## config.mk

```make
export PLATFORM = sky130hd
export DESIGN_NAME = seg_display_scheduler
export DESIGN_NICKNAME = d
export VERILOG_FILES = /design/src/rtl/seg_display_scheduler.sv
export SDC_FILE = /design/constraint.sdc
export NUM_CORES = 1
export LEC_CHECK = 0
export CORE_UTILIZATION = 60
export DETAILED_ROUTE_END_ITERATION = 6
export HOLD_SLACK_MARGIN = 0.05
export PLACE_DENSITY = 0.94
export SLEW_MARGIN = 30
export SYNTH_ARGS = -nofsm -noshare
export SYNTH_HDL_FRONTEND = slang
export SYNTH_SLANG_ARGS = --single-unit
export TNS_END_PERCENT = 5
```

## constraint.sdc

```tcl
create_clock -name clk -period 3.94 [get_ports clk]
set_clock_uncertainty 0.2 [all_clocks]
set_input_delay 1.182 -clock clk [delete_from_list [all_inputs] [get_ports clk]]
set_output_delay 1.182 -clock clk [all_outputs]
set_load 0.005 [all_outputs]
```

## src/rtl/seg_display_scheduler.sv

```systemverilog
// ============================================================================
// Module   : seg_display_scheduler
// Purpose  : Double-dabble conversion of an 8-bit result plus a multiplexed
//            scan of three BCD digits onto a shared seven-segment decoder.
// Revision : 1.0 - initial release
// ============================================================================
`default_nettype none

module seg_display_scheduler #(
  parameter int SCAN_DIV = 1000,
  parameter bit BLANK_LZ = 1'b1,
  localparam int N      = 8,
  localparam int DIGITS = 3
) (
  input  logic              clk,
  input  logic              rst,
  input  logic              load,
  input  logic [N-1:0]      value,
  output logic              busy,
  output logic [3:0]        bcd_out,
  output logic [DIGITS-1:0] dig_en
);

  localparam logic [1:0] c_IDLE    = 2'd0;
  localparam logic [1:0] c_CONVERT = 2'd1;
  localparam logic [1:0] c_UPDATE  = 2'd2;

  localparam int             c_PW       = (SCAN_DIV > 1) ? $clog2(SCAN_DIV) : 1;
  localparam logic [c_PW-1:0] c_PRE_MAX = c_PW'(SCAN_DIV - 1);

  logic [1:0]      r_state;
  logic [1:0]      w_state_nxt;
  logic [N-1:0]    r_shift;
  logic [9:0]      r_bcd;
  logic [2:0]      r_cnt;
  logic [1:0]      r_hund;
  logic [3:0]      r_tens;
  logic [3:0]      r_ones;
  logic [3:0]      w_tens_adj;
  logic [3:0]      w_ones_adj;
  logic [c_PW-1:0] r_pre;
  logic [1:0]      r_idx;
  logic            w_pre_wrap;

  // ---------------- FSM: state register ----------------
  always_ff @(posedge clk or posedge rst) begin
    if (rst) begin
      r_state <= c_IDLE;
    end else begin
      r_state <= w_state_nxt;
    end
  end

  // ---------------- FSM: next state ----------------
  always_comb begin
    w_state_nxt = r_state;
    case (r_state)
      c_IDLE:    if (load) w_state_nxt = c_CONVERT;
      c_CONVERT: if (r_cnt == 3'd7) w_state_nxt = c_UPDATE;
      c_UPDATE:  w_state_nxt = c_IDLE;
      default:   w_state_nxt = c_IDLE;
    endcase
  end

  // ---------------- FSM: outputs ----------------
  always_comb begin
    busy = 1'b0;
    case (r_state)
      c_CONVERT, c_UPDATE: busy = 1'b1;
      default:             busy = 1'b0;
    endcase
  end

  // The hundreds field is at most 2 while shifting an 8-bit value, so it never needs +3.
  assign w_tens_adj = (r_bcd[7:4] >= 4'd5) ? r_bcd[7:4] + 4'd3 : r_bcd[7:4];
  assign w_ones_adj = (r_bcd[3:0] >= 4'd5) ? r_bcd[3:0] + 4'd3 : r_bcd[3:0];

  always_ff @(posedge clk or posedge rst) begin
    if (rst) begin
      r_shift <= '0;
      r_bcd   <= '0;
      r_cnt   <= '0;
      r_hund  <= '0;
      r_tens  <= '0;
      r_ones  <= '0;
    end else begin
      case (r_state)
        c_IDLE: begin
          if (load) begin
            r_shift <= value;
            r_bcd   <= '0;
            r_cnt   <= '0;
          end
        end
        c_CONVERT: begin
          r_bcd   <= {r_bcd[8], w_tens_adj, w_ones_adj, r_shift[N-1]};
          r_shift <= {r_shift[N-2:0], 1'b0};
          r_cnt   <= r_cnt + 3'd1;
        end
        c_UPDATE: begin
          r_hund <= r_bcd[9:8];
          r_tens <= r_bcd[7:4];
          r_ones <= r_bcd[3:0];
        end
        default: begin
          r_cnt <= '0;
        end
      endcase
    end
  end

  // ---------------- Digit scan, free-running ----------------
  assign w_pre_wrap = (r_pre == c_PRE_MAX);

  always_ff @(posedge clk or posedge rst) begin
    if (rst) begin
      r_pre <= '0;
      r_idx <= '0;
    end else if (w_pre_wrap) begin
      r_pre <= '0;
      r_idx <= (r_idx == 2'd2) ? 2'd0 : r_idx + 2'd1;
    end else begin
      r_pre <= r_pre + 1'b1;
    end
  end

  // Blanked slots keep driving their digit so the decoder input stays in 0..9.
  always_comb begin
    bcd_out = r_ones;
    dig_en  = 3'b110;
    case (r_idx)
      2'd1: begin
        bcd_out = r_tens;
        dig_en  = (BLANK_LZ && (r_hund == 2'd0) && (r_tens == 4'd0)) ? 3'b111 : 3'b101;
      end
      2'd2: begin
        bcd_out = {2'b00, r_hund};
        dig_en  = (BLANK_LZ && (r_hund == 2'd0)) ? 3'b111 : 3'b011;
      end
      default: begin
        bcd_out = r_ones;
        dig_en  = 3'b110;
      end
    endcase
  end

endmodule

`default_nettype wire

```

==> results by group <==
Placement
  – Area after DPL: 2500 µm²
  – Port Buf Inserts: 18
  – DP Wirelength: 2.883 mm
  – GP Congestion: 0.7953

Drt
  – Initial DRC count: 125
  – Post-DRT Antenna Nets: 0
  – Avg WL per Cell: 14.08 µm
  – Via Count: 1,616
  – Vias/cell: 5.611
  – DRT Wirelength: 4.054 mm
  – Total iterations of the first detailed-routing run: 4
  – DRC viols: 0

Worst setup path
  – Crit end category: output pin
  – Worst R2R Setup Slack: 1620 ps
  – Critical Path Sink: bcd_out[1]
  – Crit path DAT: 1960 ps
  – Crit Path Max Fanout: 11
  – R2R Path Start: r_state[1]
  – CP startpoint: r_idx[0]
  – CP Launch Type: flip-flop
  – Worst R2R Path Depth: 6
  – FF-to-FF End: r_bcd[3]
  – Critical Path RT: 2560 ps
  – Critical path type: flip-flop to output pin

Global route
  – GR Util All Layers: 23.00%
  – Largest net degree at the start of global routing: 28
  – Vias in the first global route: 1,578
  – Initial antenna violation count: 0
  – First-pass GRT wire length: 7.141 mm
  – Total gr overflow: 0

STA
  – Max-slew headroom: 54.99%
  – TNS Setup: 0 ps
  – Final setup violation count: 0
  – Slew @ Worst Pin: 675.1 ps
  – RSZ-0062 raised after global routing: no
  – Min Tclk post-route: 3343 ps
  – Final Max Tran Viols: 0
  – FMAX: 0.2991 GHz
  – Tcrit/Tclk final: 84.85%
  – Hold Vio Cnt, Final: 0

Pwr
  – Cell Pwr Density: 516.5 nW/µm²
  – Clock Power Share: 20.9%
  – Switch share: 34.58%
  – Sw power: 0.4615 mW
  – P_int: 0.8730 mW
  – Share of total power in combinational logic: 32.5%
  – Worst vdd ir: 0.3793 mV
  – Seq pwr share: 46.6%
  – Leakage: 1.201 nW

Yosys
  – Synth area leaders: dfrtp_1, ha_1, o21ai_0
  – Syn Nets: 244
  – Yosys reg bits: 45
  – Seq/Total Area, Yosys: 49.37%
  – Number of synthesized flops with an enable pin: 0
  – Mapped Cells: 220
  – Asr flop ratio synth: 100.0%
  – Distinct cells, synth: 38
  – Dominant register cell in the synthesized netlist: dfrtp_1
  – Cell taking the most area after synthesis: dfrtp_1
  – Mapped Avg Cell Area: 10.37 µm²
  – Synthesized area: 2281 µm²
  – Top-area cell type share of the netlist area: 49.37%
  – Synthesis warning total: 0

Layout
  – Final net count: 263
  – Area of the multi-input gates: 1070 µm²
  – Storage cell area: 1126 µm²
  – Diodes inserted: 0
  – Number of fill cells: 266
  – Finished Cell Area: 2584 µm²
  – Synth-to-Final Area Change: 13.27%
  – Layout cells sized above 1: 9.583%

Die
  – Die area: 4052 µm²
  – DIE HEIGHT: 63.66 µm
  – Core Box Area: 3661 µm²
  – I/O pin cnt: 19
  – Initial Util: 62.30%
  – Horiz. Die Dim: 63.66 µm
  – Rows: 22

Clock tree
  – CTS tree: built
  – PostCTS Resize Cnt: 0
  – CTS Buf Count: 5
  – CTS clk-pin slew, worst paths: 80 ps
  – Clock Sinks: 45
  – Clock buffer depth: 2
  – Post-CTS Repair Setup Buffers: 0
  – Htree depth: 2
  – Clock root buffer master: clkbuf_8
  – Clk_lat worst skew: 300 ps
  – CTS hold repair buffers: 0

Flow run
  – Max-cap violations: 0

Min path
  – Hold crit path type: flip-flop to flip-flop

Run status
  – Run status: finished clean
## through the flow
stage / utilization, % / std cells / setup WS (ps) / total power [mW] / hold slack, ps
finish: 70.57 / 288 / 597.1 / 1.335 / 264.5
global route: 70.57 / 288 / 467.4 / 1.438 / 301.8
CTS: 70.57 / 288 / 593.5 / 1.344 / 266.1
detailed placement: 68.28 / 280 / 919.2 / 1.067 / 248.8
global placement: 68.28 / 280 / 1001 / 1.040 / 240.4
floorplan: - / 220 / 1390 / 0.9509 / 224.5
## area by class of cell
class | count | area share [%]
clock buffers | 7 | 2.954
clock inverters | 1 | 0.2906
inverters | 13 | 1.889
multi-input cells | 154 | 41.40
flip-flops and latches | 45 | 43.58
well taps | 48 | 2.324
repair buffers | 20 | 7.554
## power groups by stage
stage / combinational [mW] / clock (mW) / sequential [mW]
2_1_floorplan: 0.344 / 0 / 0.607
3_3_place_gp: 0.416 / 0 / 0.623
3_5_place_dp: 0.438 / 0 / 0.629
4_1_cts: 0.439 / 0.283 / 0.622
5_1_grt: 0.499 / 0.304 / 0.635
6_report: 0.433 / 0.280 / 0.622
## critical path: stages (launching register included)
cell and delay [ps]:
dfrtp_1 380, inv_1 70, ha_1 470, nor2_1 90, a21oi_1 130, clkdlybuf4s50_1 510
## worst min path at each step
stage               endpoint  cells past startpoint  slack (ps)     start
floorplan           r_pre[0]                      1         220  r_pre[0]
global placement    r_pre[0]                      1         240  r_pre[0]
detailed placement  r_pre[0]                      1         250  r_pre[0]
CTS                 r_pre[0]                      1         270  r_pre[0]
global route        r_pre[0]                      1         300  r_pre[0]
finish              r_pre[0]                      1         260  r_pre[0]
## cells in the mapped netlist, types with 2 or more instances
library cell	n
buf_2	5
nand2_1	24
xor2_1	5
a21o_1	2
nand3_1	9
clkbuf_1	2
nor2_1	14
a32o_1	2
ha_1	13
dfrtp_1	45
mux2_2	8
nand3b_1	3
a22oi_1	2
a21oi_1	10
mux2_4	2
nand2b_1	4
and2_1	2
nor2b_1	2
xnor2_1	3
inv_1	13
a22o_1	4
o21ai_0	21
mux2i_1	10
## state kept, by name, summed over array words and instances (netlist names)
signal and cells:
r_pre 10, r_ones 4, r_bcd 10, r_tens 4, r_idx 2, r_cnt 3, r_hund 2, r_shift 8
r_state 2
## placed cells by master (no fill, tap or decap), types with 2 or more instances in the layout
master,Yosys,routed
ha_1,13,13
a22oi_1,2,2
and2_1,2,2
nand2b_1,4,4
mux2_2,8,8
nand3_1,9,9
a21oi_1,10,10
dfrtp_1,45,45
inv_1,13,12
nor2b_1,2,2
nand3b_1,3,3
nand2_1,24,24
o21ai_0,21,21
a21o_1,2,2
mux2i_1,10,10
clkdlybuf4s50_1,0,18
a32o_1,2,2
clkbuf_8,0,5
xnor2_1,3,3
buf_4,0,2
mux2_4,2,2
clkbuf_1,2,2
nor2_1,14,14
xor2_1,5,5
a22o_1,4,4
## layer usage
| layer | wire [µm] | GRT usage (%) |
|---|---|---|
| met1 | 1882 | 30.23 |
| met2 | 1971 | 37.23 |
| met3 | 145 | 6.522 |
| met4 | 55 | 5.966 |
| met5 | 0 | 0 |
## kinds of logic after synthesis
family                     synth area share (%)
muxes                                     9.655
DFF                                       49.37
AOI/OAI and AO/OA                         11.41
and+or+nand+nor                           15.63
buffers and inverters                     3.730
adders and majority gates                 7.131
xor gates and xnor gates                  3.072
Note: power is estimated with default switching activity, not from simulation.
